File: src/rtl/fx3_thread_arbiter.sv
// FX3 slave-FIFO control plane: shares the GPIF bus between the download (thread 3)
// and upload (thread 0) requesters and drives thread address, strobes and grants.
module fx3_thread_arbiter #(
    parameter int unsigned PKT_BYTES  = 512,
    parameter int unsigned SWITCH_DLY = 3,
    parameter int unsigned FLAG_LAT   = 2,
    parameter int unsigned COMMIT_GAP = 4
) (
    input  logic        fx3_clk,
    input  logic        fx3_rst,
    input  logic        frame_rst_fx3,
    input  logic        dl_req,
    input  logic        ul_req,
    input  logic        ul_vld,
    input  logic        fx3_flaga,
    output logic [1:0]  fx3_a,
    output logic        fx3_slrd_n,
    output logic        fx3_slwr_n,
    output logic        fx3_pktend_n,
    output logic        dl_grant,
    output logic        ul_grant,
    output logic        ul_ready,
    output logic [15:0] ul_pkt_cnt
);
    localparam int unsigned CW   = $clog2(PKT_BYTES);
    localparam int unsigned T1   = (SWITCH_DLY > FLAG_LAT) ? SWITCH_DLY : FLAG_LAT;
    localparam int unsigned TMAX = (T1 > COMMIT_GAP) ? T1 : COMMIT_GAP;
    localparam int unsigned TW   = $clog2(TMAX + 1);
    localparam logic [1:0]  A_DL = 2'b11;
    localparam logic [1:0]  A_UL = 2'b00;

    typedef enum logic [2:0] {
        IDLE, SWITCH, DL_BURST, DL_DRAIN, UL_BURST, UL_COMMIT
    } state_t;

    state_t          state, state_nxt;
    logic [TW-1:0]   tmr, tmr_nxt;
    logic [CW-1:0]   byte_cnt, byte_cnt_nxt;
    logic [FLAG_LAT-1:0] flag_pipe;
    logic            flag_q;
    logic            pend_ul, pend_ul_nxt;
    logic            last_dl, last_dl_nxt;
    logic            win_ul, ul_wr;
    logic [1:0]      win_a, fx3_a_nxt;
    logic            pktend_n_nxt;

    // Clearing the pipe in SWITCH also blanks flag_q for FLAG_LAT cycles after exit.
    assign flag_q = flag_pipe[FLAG_LAT-1] & (state != SWITCH);
    assign win_ul = ul_req & (~dl_req | last_dl);
    assign win_a  = win_ul ? A_UL : A_DL;
    assign ul_wr  = (state == UL_BURST) & ul_vld & ul_ready;

    always_comb begin
        state_nxt    = state;
        pend_ul_nxt  = pend_ul;
        last_dl_nxt  = last_dl;
        byte_cnt_nxt = byte_cnt;
        fx3_a_nxt    = fx3_a;
        pktend_n_nxt = 1'b1;
        case (state)
            IDLE: begin
                if (dl_req || ul_req) begin
                    if (win_a != fx3_a) begin
                        fx3_a_nxt   = win_a;
                        pend_ul_nxt = win_ul;
                        state_nxt   = SWITCH;
                    end else begin
                        state_nxt = win_ul ? UL_BURST : DL_BURST;
                    end
                end
            end
            SWITCH: begin
                if (pend_ul ? !ul_req : !dl_req)
                    state_nxt = IDLE;
                else if (tmr == TW'(SWITCH_DLY - 1))
                    state_nxt = pend_ul ? UL_BURST : DL_BURST;
            end
            DL_BURST: begin
                // flag_q is not trusted until the pipe has refilled after entry.
                if (!dl_req || (!flag_q && tmr >= TW'(FLAG_LAT)))
                    state_nxt = DL_DRAIN;
            end
            DL_DRAIN: begin
                if (tmr == TW'(FLAG_LAT - 1)) begin
                    state_nxt   = IDLE;
                    last_dl_nxt = 1'b1;
                end
            end
            UL_BURST: begin
                if (ul_wr) begin
                    byte_cnt_nxt = byte_cnt + CW'(1);
                    if (byte_cnt == CW'(PKT_BYTES - 1))
                        state_nxt = UL_COMMIT;
                end else if (!ul_req) begin
                    if (byte_cnt != '0) begin
                        pktend_n_nxt = 1'b0;
                        byte_cnt_nxt = '0;
                        state_nxt    = UL_COMMIT;
                    end else begin
                        state_nxt = IDLE;
                    end
                end
            end
            UL_COMMIT: begin
                if (tmr == TW'(COMMIT_GAP - 1)) begin
                    state_nxt   = IDLE;
                    last_dl_nxt = 1'b0;
                end
            end
            default: state_nxt = IDLE;
        endcase

        if (state_nxt != state)
            tmr_nxt = '0;
        else if (tmr != TW'(TMAX))
            tmr_nxt = tmr + TW'(1);
        else
            tmr_nxt = tmr;
    end

    always_ff @(posedge fx3_clk or posedge fx3_rst) begin
        if (fx3_rst) begin
            state        <= IDLE;
            tmr          <= '0;
            byte_cnt     <= '0;
            flag_pipe    <= '0;
            pend_ul      <= 1'b0;
            last_dl      <= 1'b0;
            fx3_a        <= A_DL;
            fx3_slrd_n   <= 1'b1;
            fx3_slwr_n   <= 1'b1;
            fx3_pktend_n <= 1'b1;
            dl_grant     <= 1'b0;
            ul_grant     <= 1'b0;
            ul_ready     <= 1'b0;
            ul_pkt_cnt   <= '0;
        end else if (frame_rst_fx3) begin
            state        <= IDLE;
            tmr          <= '0;
            byte_cnt     <= '0;
            flag_pipe    <= '0;
            pend_ul      <= 1'b0;
            last_dl      <= 1'b0;
            fx3_a        <= A_DL;
            fx3_slrd_n   <= 1'b1;
            fx3_slwr_n   <= 1'b1;
            fx3_pktend_n <= 1'b1;
            dl_grant     <= 1'b0;
            ul_grant     <= 1'b0;
            ul_ready     <= 1'b0;
            ul_pkt_cnt   <= '0;
        end else begin
            state    <= state_nxt;
            tmr      <= tmr_nxt;
            byte_cnt <= byte_cnt_nxt;
            pend_ul  <= pend_ul_nxt;
            last_dl  <= last_dl_nxt;
            if (state == SWITCH) begin
                flag_pipe <= '0;
            end else begin
                for (int unsigned i = 1; i < FLAG_LAT; i++)
                    flag_pipe[i] <= flag_pipe[i-1];
                flag_pipe[0] <= fx3_flaga;
            end
            fx3_a        <= fx3_a_nxt;
            fx3_slrd_n   <= ~((state == DL_BURST) & flag_q & dl_req);
            fx3_slwr_n   <= ~ul_wr;
            fx3_pktend_n <= pktend_n_nxt;
            dl_grant     <= (state_nxt == DL_BURST) || (state_nxt == DL_DRAIN);
            ul_grant     <= (state_nxt == UL_BURST) || (state_nxt == UL_COMMIT);
            ul_ready     <= (state_nxt == UL_BURST) & flag_q;
            if (state != UL_COMMIT && state_nxt == UL_COMMIT)
                ul_pkt_cnt <= ul_pkt_cnt + 16'd1;
        end
    end
endmodule

File: config.mk
export PLATFORM = sky130hd
export DESIGN_NAME = fx3_thread_arbiter
export DESIGN_NICKNAME = d
export VERILOG_FILES = /design/src/rtl/fx3_thread_arbiter.sv
export SDC_FILE = /design/constraint.sdc
export NUM_CORES = 1
export LEC_CHECK = 0
export CAP_MARGIN = 20
export CORE_MARGIN = 1
export CORE_UTILIZATION = 35
export CTS_CLUSTER_SIZE = 8
export DETAILED_ROUTE_END_ITERATION = 7
export DONT_BUFFER_PORTS = 1
export PLACE_DENSITY_LB_ADDON = 0.25
export SLEW_MARGIN = 20
export SYNTH_ARGS = -nofsm -noshare
export SYNTH_HDL_FRONTEND = slang
export SYNTH_SLANG_ARGS = --single-unit
File: constraint.sdc
create_clock -name fx3_clk -period 7.5 [get_ports fx3_clk]
set_input_delay 0.75 -clock fx3_clk [delete_from_list [all_inputs] [get_ports fx3_clk]]
set_output_delay 0.75 -clock fx3_clk [all_outputs]
set_load 0.01 [all_outputs]
==> results of run 1 <==
## per-stage QoR
stage / power [mW] / hold WS (ps) / cells
floorplan: 0.294 / 426 / 255
global placement: 0.302 / 430 / 322
detailed placement: 0.302 / 433 / 322
CTS: 0.486 / 453 / 330
global route: 0.499 / 486 / 330
finish: 0.476 / 454 / 330
## per-layer routing
metal	routed length, microns	global-route usage (%)
met1	2460	21.2
met2	2570	26.2
met3	207	3.31
met4	61	5.08
met5	0	0
## cell families after synthesis
kind of cell | share of synthesized area, %
buf+inv | 5.39
compound gates | 19.0
flops | 43.8
fa+ha+maj | 5.71
xor+xnor | 1.09
simple gates | 23.3
mux | 1.71
## worst min-delay path by stage
stage	from	end	slack [ps]	cells past startpoint
finish	flag_pipe[0]	flag_pipe[1]	450	1
detailed placement	flag_pipe[0]	flag_pipe[1]	430	1
CTS	flag_pipe[0]	flag_pipe[1]	450	1
global route	frame_rst_fx3	ul_pkt_cnt[14]	490	1
floorplan	flag_pipe[1]	fx3_slrd_n	430	1
global placement	flag_pipe[0]	flag_pipe[1]	430	1
## sequential cells by signal (all words and copies together) (netlist names)
| signal | cells |
|---|---|
| fx3_slwr_n | 1 |
| flag_pipe | 2 |
| byte_cnt | 9 |
| fx3_pktend_n | 1 |
| tmr | 3 |
| last_dl | 1 |
| pend_ul | 1 |
| ul_pkt_cnt | 16 |
| fx3_slrd_n | 1 |
| dl_grant | 1 |
| state | 3 |
| ul_grant | 1 |
| ul_ready | 1 |
| fx3_a | 1 |
## layout make-up
| type | instances | area, sq um | share of cell area (%) |
|---|---|---|---|
| clock buffers | 5 | 68.8 | 2.69 |
| well taps | 77 | 96.3 | 3.77 |
| multi-input cells | 185 | 1230 | 48.0 |
| flip-flops and latches | 42 | 1060 | 41.3 |
| clock inverters | 3 | 40.0 | 1.57 |
| inverters | 18 | 67.6 | 2.64 |
## power breakdown
group / switching [mW] / total [mW] / internal (mW)
combinational: 0.0341 / 0.0564 / 0.0223
sequential: 0.00892 / 0.241 / 0.232
clock: 0.0811 / 0.179 / 0.0981
total: 0.124 / 0.476 / 0.352
## Yosys cell counts, types with 2 or more instances
cell,number
clkbuf_1,4
buf_6,2
nor3b_1,2
or4_1,4
o21ba_2,2
a31oi_1,2
o31ai_1,4
nand2b_1,2
nor2_1,19
o21ai_1,9
buf_2,2
o21ai_0,13
a21oi_1,22
nand3b_1,2
or3_1,15
nand3_1,12
buf_4,2
and2_1,6
a22o_1,3
ha_1,11
nor4_1,2
xnor2_1,2
a21boi_1,2
and3_1,8
mux2i_1,3
dfrtp_1,38
nand2_1,10
nand4_1,6
dfstp_2,4
nor2b_1,2
inv_1,18
## critical path: cells and delay by family, from the launching register on
family / cells / cell delay (ps)
simple gates: 5 / 1010
mux: 1 / 190
flops: 1 / 430
compound gates: 3 / 850
fa+ha+maj: 1 / 190
==> metrics.md, run 1 <==
| Metric | Value |
|---|---|
| Placed cell areas | 2450 sq um |
| CP cell instances | and3_1, and3_1, and3_1, ha_1, and3_1, a32oi_1, nand4_4, mux2i_1, a2111oi_2, a21boi_1 |
| Power Density | 186 nW/um^2 |
| Distinct cells, synth | 53 |
| Hold bufs inserted after CTS | 0 |
| Leakage | 1.08 nW |
| Fillers | between 600 and 700 |
| Final WL | 5310 microns |
| DR vias | 1,880 |
| Final net count | 270 |
| Die ar. | 7230 sq um |
| Reg-to-reg setup timing slack | around 4800 ps |
| Starting Density | 37.1% |
| EDFF count, synth | 0 |
| Fin util | ~40% |
| Critical path class | reg2reg |
| Area share of the largest cell type after synthesis | around 39% |
| Die width | 85.0 microns |
| Initial antenna violation count | 0 |
| Area of the mapped netlist | 2410 sq um |
| DRC errors left | 0 |
| Crit-path slowest cell | dfrtp_1 |
| Post-synthesis sequential area ratio | 43.8% |
| Avg Synthesized Cell Area | approximately 9.5 sq um |
| Yosys top cell by area | dfrtp_1 |
| Dpl hpwl | 3680 microns |
| # Max-Cap Violations | 0 |
| Clock Latency Late Sink | 300 ps |
| GRT overflow | 0 |
| Final Hold Viols | 0 |
| Vias in the first global route | ~1,900 |
| Largest net degree at the start of global routing | 43 |
| Most common cell on crit path | and3_1 |
| Ys Warns | 0 |
| Top Ports | 31 |
| RR Startpoint | byte_cnt[2] |
| Peak supply drop | 62.4 uV |
| Hold WC Path Type | reg2reg |
| Post-synthesis cell count | 255 |
| Crit-path max cell delay | 430 ps |
| Final slew viol count | 0 |
| CTS HTree Levels | 2 |
| Top cells by area in the synthesized netlist | dfrtp_1 39%, ha_1 5.7%, a21oi_1 4.6%, dfstp_2 4.4%, or3_1 3.9% |
| Post-Route Setup TNS | 0 ps |
| Worst-path clk slew | 80 ps |
| CP startpoint | byte_cnt[2] |
| CTS root buf | clkbuf_8 |
| CTS tree | yes |
| Commonest non-fill, non-tap cell in the layout | dfrtp_1 |
| Layout cells sized above 1 | 9.49% |
| Critical Path RT | 7720 ps |
| Post-synth ARST share | 100% |
| Clock Path Buffers | 2 |
| RSZ-0062 raised after global routing | false |
| Core Box Area | 6490 sq um |
| Least-Margin Pin Slew | 976 ps |
| DRT antenna net count | 0 |
| Worst Slack Setup Final | around 4800 ps |
| TritonRoute pass-1 iters | 4 |
| Final period util | 36.6% |
| Setup crit end kind | flip-flop |
| Post-cts sizing count | 0 |
| Yosys reg bits | 42 |
| Fmax | between 300 and 400 MHz |
| Vert. Die Dim | 85.0 microns |
| Final instance area | between 2000 and 3000 sq um |
| Max-slew headroom | ~35% |
| Max FO, Critical Path | 6 |
| Startpoint types | flip-flop |
| Via count normalized by instance count | 5.70 |
| Final min period | 2740 ps |
| R2R depth | 10 |
| Final setup fails | 0 |
| Global-route wire length before repair | 9180 microns |
| Drt wl/cell | 16.1 microns |
| Dominant synthesized flop cell | dfrtp_1 |
| Critical Path AT | a little under 3000 ps |
| Clock Skews | 12.0 ps |
| Post-CTS Setup Bufs | 0 |
| Row count | 29 |
| Commonest non-fill, non-tap cells in the layout | 38 x dfrtp_1, 22 x a21oi_1, 19 x nor2_1 |
| Buffers on Ports | 0 |
| Sinks on Clock Net | between 40 and 50 |
| CP Capture Point | tmr[1] |
| Total clock buffers created by CTS | 5 |
| GRT Overall Usage | 16.0% |
| Status | finished, final reports clean |
| Synth-to-layout area growth | 5.91% |
| Worst r2r dst | tmr[1] |
| Initial DRC count | 85 |
| Ant diodes | 0 |
| Placer Congestion | 0.918 |
| Net count after synthesis | 273 |
| Dpl ws | 4540 ps |
(Power assumes the default switching activity.)
==> inputs of run 2 (changes only) <==
==> constraint.sdc (replaced) <==
create_clock -name fx3_clk -period 2.3 [get_ports fx3_clk]
set_input_delay 0.23 -clock fx3_clk [delete_from_list [all_inputs] [get_ports fx3_clk]]
set_output_delay 0.23 -clock fx3_clk [all_outputs]
set_load 0.01 [all_outputs]
==> metrics.md, run 2 (synthesis results as in run 1) <==
| Metric | Value |
|---|---|
| Status | complete, but fails checks |
| Violated checks | hold timing |
| Dpl hpwl | 3920 microns |
| Die width | 85.0 microns |
| DRT antenna net count | 0 |
| Busiest grt layer | met2 |
| Clock Skews | 9.13 ps |
| Area of the multi-input gates | 1330 sq um |
| Leakage | 1.31 nW |
| RR Startpoint | state[1] |
| Synth-to-layout area growth | 25.5% |
| DRC errors left | 0 |
| Final instance area | 3030 sq um |
| Final Hold Viols | 14 |
| Commonest non-fill, non-tap cell in the layout | buf_4 |
| Fillers | 593 |
| Starting Density | between 30% and 40% |
| Setup crit end kind | flip-flop |
| Drt wl/cell | ~15 microns |
| Top reg by flops | ul_pkt_cnt |
| Final slew viol count | 0 |
| Initial antenna violation count | 0 |
| Worst hold slack | -13.5 ps |
| Clock Path Buffers | 2 |
| Met3 Use GR | 5.84% |
| Reg area | 1060 sq um |
| Row count | 29 |
| Placer Congestion | between 0.7 and 0.8 |
| Max FO, Critical Path | 8 |
| GRT overflow | 0 |
| Layout cells sized above 1 | about 28% |
| RSZ-0062 raised after global routing | true |
| Total clock buffers created by CTS | 5 |
| Critical Path RT | between 2000 and 3000 ps |
| Max-slew headroom | 40.7% |
| Final WL | 5760 microns |
| Sinks on Clock Net | 42 |
| Vias in the first global route | ~2,100 |
| Top flop regs | ul_pkt_cnt (16), byte_cnt (9) |
| CTS tree | yes |
| Overall Power | 1.56 mW |
| Worst Slack Setup Final | 1.76 ps |
| Fmax | 435 MHz |
| Top Ports | 31 |
| GRT Overall Usage | 16.9% |
| Origin of the worst min-delay path | frame_rst_fx3 |
| GR Util met1 | 22.1% |
| Via count normalized by instance count | 5.55 |
| Hold bufs inserted after CTS | 3 |
| Worst-path clk slew | 80 ps |
| Least-Margin Pin Slew | 888 ps |
| Critical Path AT | 2530 ps |
| Final period util | 99.9% |
| CP startpoint | state[1] |
| Commonest non-fill, non-tap cells in the layout | 40 x buf_4, 38 x dfrtp_1, 19 x a21oi_1, 19 x nor2_1, 17 x inv_1 |
| Die ar. | around 7200 sq um |
| # Max-Cap Violations | 0 |
| Buffers on Ports | 0 |
| Hold WC Path Type | in2reg |
| Crit-path slowest cell | or4_1 |
| Dpl ws | -87.3 ps |
| Critical path class | reg2reg |
| Crit-path max cell delay | 500 ps |
| Global-route wire length before repair | 9800 microns |
| Largest net degree at the start of global routing | 43 |
| Startpoint types | flip-flop |
| Final setup fails | 0 |
| Initial DRC count | 124 |
| Final min period | 2300 ps |
| Vert. Die Dim | approximately 85 microns |
| Core Box Area | 6490 sq um |
| Fin util | between 40% and 50% |
| CTS HTree Levels | 2 |
| Final net count | around 320 |
| Crit path max-delay family | simple AND/OR/NAND/NOR gates |
| Max reg flops | 16 |
| CP Buf/Inv Count | 1 |
| DR vias | 2,099 |
| TritonRoute pass-1 iters | 4 |
| Clock Latency Late Sink | 290 ps |
| GR Util met2 | 26.4% |
| Ant diodes | 0 |
| Placed cell areas | 2780 sq um |
| Power Density | 515 nW/um^2 |
| Peak supply drop | 288 uV |
| CTS root buf | clkbuf_8 |
| CP cell instances | or3b_4, a2111o_1, nand4_4, buf_12, nand2_4, or4_1, a21oi_2 |
[run 2: cell types whose count changed in the layout (fill, tap and decap cells not counted), moves of 3 or more]
cell | previous run | this run
ha_1 | 11 | 8
buf_4 | 0 | 40
and3_1 | 8 | 4
dlygate4sd3_1 | 0 | 3
buf_6 | 0 | 3
a21oi_2 | 1 | 4
and3_4 | 0 | 4
a21oi_1 | 22 | 19
[run 2: cell type report]
cell class                 count  share of cell area [%]
tap                           77                    3.18
clock inverter                 1                   0.165
sequential                    42                    34.9
multi-input combinational    186                    44.0
clock buffer                   7                    2.85
timing repair buffer          47                    12.7
inverter                      18                    2.23
[run 2: through the flow]
| stage | std cells | setup TNS [ps] |
|---|---|---|
| floorplan | 255 | -153 |
| global placement | 359 | -139 |
| detailed placement | 359 | -358 |
| CTS | 375 | -29.8 |
| global route | 378 | -1190 |
| finish | 378 | 0 |
[run 2: repair_timing]
action,4_1_cts,5_1_grt
pin swaps,3,4
gates cloned,1,0
setup endpoints to repair,7,24
resized for setup,2,11
buffers inserted,4,3
hold endpoints to repair,23,19
[run 2: routing by layer]
| metal | share of wire [%] | wire, microns |
|---|---|---|
| met1 | 45 | 2620 |
| met2 | 46 | 2630 |
| met3 | 7.5 | 433 |
| met4 | 1.3 | 72 |
| met5 | 0 | 0 |
[run 2: power breakdown]
group,leakage [nW],internal (mW),switching (mW),total (mW)
Clock,0.0482,0.242,0.251,0.494
Sequential,0.568,0.757,0.0132,0.770
Combinational,0.692,0.141,0.154,0.295
Total,1.31,1.14,0.418,1.56
[run 2: path summary, 6_finish.rpt]
| path | end | slack [ps] | cells past startpoint |
|---|---|---|---|
| setup / recovery | ul_pkt_cnt[7] | 2 | 7 |
| max in group asynchronous | byte_cnt[5] | 1740 | 1 |
| hold reg to reg | flag_pipe[1] | 460 | 1 |
| min in group asynchronous | ul_pkt_cnt[4] | 0 | 1 |
| setup reg to reg | ul_pkt_cnt[7] | 2 | 7 |
| hold / removal | ul_pkt_cnt[4] | -10 | 1 |
[run 2: worst reg2reg max path, stage by stage (launching register included)]
cell	delay [ps]
dfrtp_1	380
or3b_4	400
a2111o_1	450
nand4_4	150
buf_12	140
nand2_4	70
or4_1	500
a21oi_2	150
==> inputs of run 3 (changes only) <==
--- a/config.mk
+++ b/config.mk
@@ -5,8 +5,9 @@
 export SDC_FILE = /design/constraint.sdc
 export NUM_CORES = 1
 export LEC_CHECK = 0
+export ABC_AREA = 1
 export CAP_MARGIN = 20
-export CORE_MARGIN = 1
+export CORE_MARGIN = 4
 export CORE_UTILIZATION = 35
 export CTS_CLUSTER_SIZE = 8
 export DETAILED_ROUTE_END_ITERATION = 7
==> metrics.md, run 3 <==
| Metric | Value |
|---|---|
| Top flop regs | ul_pkt_cnt (16), byte_cnt (9) |
| Final slew viol count | 0 |
| Worst Slack Setup Final | 221 ps |
| Commonest non-fill, non-tap cell in the layout | nand2_1 |
| DRT antenna net count | 0 |
| Power share of the combinational group | 25.3% |
| RSZ-0062 raised after global routing | false |
| Ant diodes | 0 |
| Top Ports | 31 |
| Fin util | 39.7% |
| Starting Density | 36.9% |
| Final instance area | 2940 sq um |
| Total clock buffers created by CTS | 5 |
| # Max-Cap Violations | 0 |
| Final Hold Viols | 0 |
| Startpoint types | flip-flop |
| Fmax | between 400 and 500 MHz |
| Core Box Area | 7410 sq um |
| Post-CTS Setup Bufs | 0 |
| Power Density | roughly 610 nW/um^2 |
| Hold WC Path Type | in2reg |
| CTS tree | yes |
| DRC errors left | 0 |
| Critical Path AT | 2320 ps |
| Vias in the first global route | 2,292 |
| GRT overflow | 0 |
| Clock power share | 28.4% |
| Initial antenna violation count | 0 |
| Clock Latency Late Sink | 300 ps |
| Initial DRC count | between 100 and 150 |
| Max reg flops | 16 |
| Avg Synthesized Cell Area | between 7 and 8 sq um |
| Die width | 96.3 microns |
| CTS root buf | clkbuf_8 |
| Final net count | 380 |
| Layout cells sized above 1 | 9.92% |
| Yosys top cell by area | dfrtp_1 |
| Worst hold slack | 25.6 ps |
| Placer Congestion | 0.884 |
| Dominant synthesized flop cell | dfrtp_1 |
| Commonest non-fill, non-tap cells in the layout | 79 x nand2_1, 49 x inv_1, 40 x nor2_1 |
| Area share of the largest cell type after synthesis | 34.8% |
| Top cells by area in the synthesized netlist | dfrtp_1 35%, nand2_1 11%, inv_1 6.9%, nand3_1 5.7%, nor2_1 5.5% |
| Top reg by flops | ul_pkt_cnt |
| Clock Path Buffers | 2 |
| Sinks on Clock Net | 42 |
| Via count normalized by instance count | between 4 and 5 |
| EDFF count, synth | 0 |
| RR Startpoint | fx3_a[0] |
| Post-synthesis sequential area ratio | 38.7% |
| Post-Route Setup TNS | 0 ps |
| Area of the mapped netlist | 2730 sq um |
| CP startpoint | fx3_a[0] |
| Cell with the most instances after synthesis | nand2_1 |
| R2R depth | 9 |
| DR vias | ~2,300 |
| Status | finished, final reports clean |
| Peak supply drop | 331 uV |
| Worst r2r dst | ul_pkt_cnt[13] |
| Buffers on Ports | 0 |
| Post-synthesis cell count | 358 |
| Reg-to-reg setup timing slack | 220 ps |
| Finished Layout Cells | about 460 |
| Sequential Power Share | a little under half |
| GRT Overall Usage | approximately 15% |
| Net Sw Frac | approximately 36% |
| Setup crit end kind | flip-flop |
| List of most frequent post-synthesis cells | 79 x nand2_1, 50 x inv_1, 40 x nor2_1, 38 x dfrtp_1, 31 x nand3_1 |
| Overall Power | between 1.5 and 2 mW |
| Row count | 31 |
| Leakage | 1.52 nW |
| Critical path class | reg2reg |
| Drt wl/cell | about 14 microns |
| Yosys reg bits | 42 |
| Largest net degree at the start of global routing | 43 |
| Clock Skews | 6.30 ps |
| Synth-to-layout area growth | 7.61% |
| NetSw | 0.645 mW |
| Max FO, Critical Path | 19 |
| Global-route wire length before repair | 10,900 microns |
| P_int | ~1.2 mW |
| Final min period | 2080 ps |
| Dpl ws | roughly 180 ps |
| Dpl hpwl | 4550 microns |
| Distinct cells, synth | 35 |
| Max-slew headroom | between 60% and 70% |
| CTS HTree Levels | 2 |
| Least-Margin Pin Slew | 541 ps |
| Worst-path clk slew | 80 ps |
| Final WL | 6420 microns |
| Final period util | between 90 and 100% |
| TritonRoute pass-1 iters | 4 |
| Ys Warns | 0 |
| Placed cell areas | 2820 sq um |
| Cells after DPL | 451 |
| Vert. Die Dim | 96.3 microns |
| Critical Path RT | 2540 ps |
| Net count after synthesis | 376 |
| Final setup fails | 0 |
| Post-synth ARST share | 100% |
| CP Capture Point | ul_pkt_cnt[13] |
| Die ar. | 9280 sq um |
[run 3: cell types whose count changed in the layout (fill, tap and decap cells not counted), sizes merged, moves of 14 or more]
cell	change
a21oi	-15
or3	-14
nand2	+72
buf	-40
nor2	+26
nand4	+15
inv	+34
nand3	+27
[run 3: power by group through the flow]
stage	clock network [mW]	logic [mW]	registers, mW
2_1_floorplan	0	0.396	0.822
3_3_place_gp	0	0.435	0.849
3_5_place_dp	0	0.450	0.848
4_1_cts	0.526	0.458	0.834
5_1_grt	0.559	0.516	0.842
6_report	0.510	0.456	0.833
[run 3: layout make-up]
| type | count | area [sq um] |
|---|---|---|
| clock inverters | 1 | 5.00 |
| inverters | 54 | 203 |
| multi-input cells | 252 | 1400 |
| well taps | 99 | 124 |
| fillers | 798 | 4470 |
| clock buffers | 7 | 86.3 |
| flip-flops and latches | 42 | 1060 |
| repair buffers | 7 | 60.1 |
[run 3: metal layers]
metal  GRT usage (%)  routed length (microns)  vias up
met5               0                        0        -
met4            3.50                       58        0
met3            3.67                      386        5
met2            23.9                     2930       47
met1            20.3                     3040     1095
li1                -                        -     1161
[run 3: repair_timing]
item	CTS	global route
hold endpoints to repair	42	1
hold buffers	2	1
gates resized for setup	0	1
setup endpoints to repair	0	19
[run 3: how the worst min path moves through the flow]
stage	endpoint	startpoint	cells past startpoint	slack, ps
after floorplan	flag_pipe[0]	fx3_flaga	2	350
after global placement	ul_pkt_cnt[6]	fx3_rst	2	280
after detailed placement	ul_pkt_cnt[4]	fx3_rst	2	290
after CTS	dl_grant	frame_rst_fx3	1	0.8
after global routing	byte_cnt[7]	frame_rst_fx3	1	7
final	byte_cnt[7]	frame_rst_fx3	1	30
[run 3: critical path, cell delays in order, from the launching register on]
cell and delay (ps):
dfstp_2 620, inv_1 70, ha_1 290, nand2_1 90, nand2_1 90, nor2_4 130
nand3_4 250, nand2_4 290, nand3_1 100, nand2_1 80
[run 3: kinds of logic (layout without fill, tap and decap cells)]
kind of cell               count (synthesis)  after routing  share of synthesized area, %
AOI/OAI and AO/OA                         24             24                          4.90
xor gates and xnor gates                  15             15                          4.81
adders and majority gates                 11             11                          5.04
buffers and inverters                     64             69                          9.90
DFF                                       42             42                          38.7
and+or+nand+nor                          202            202                          36.7
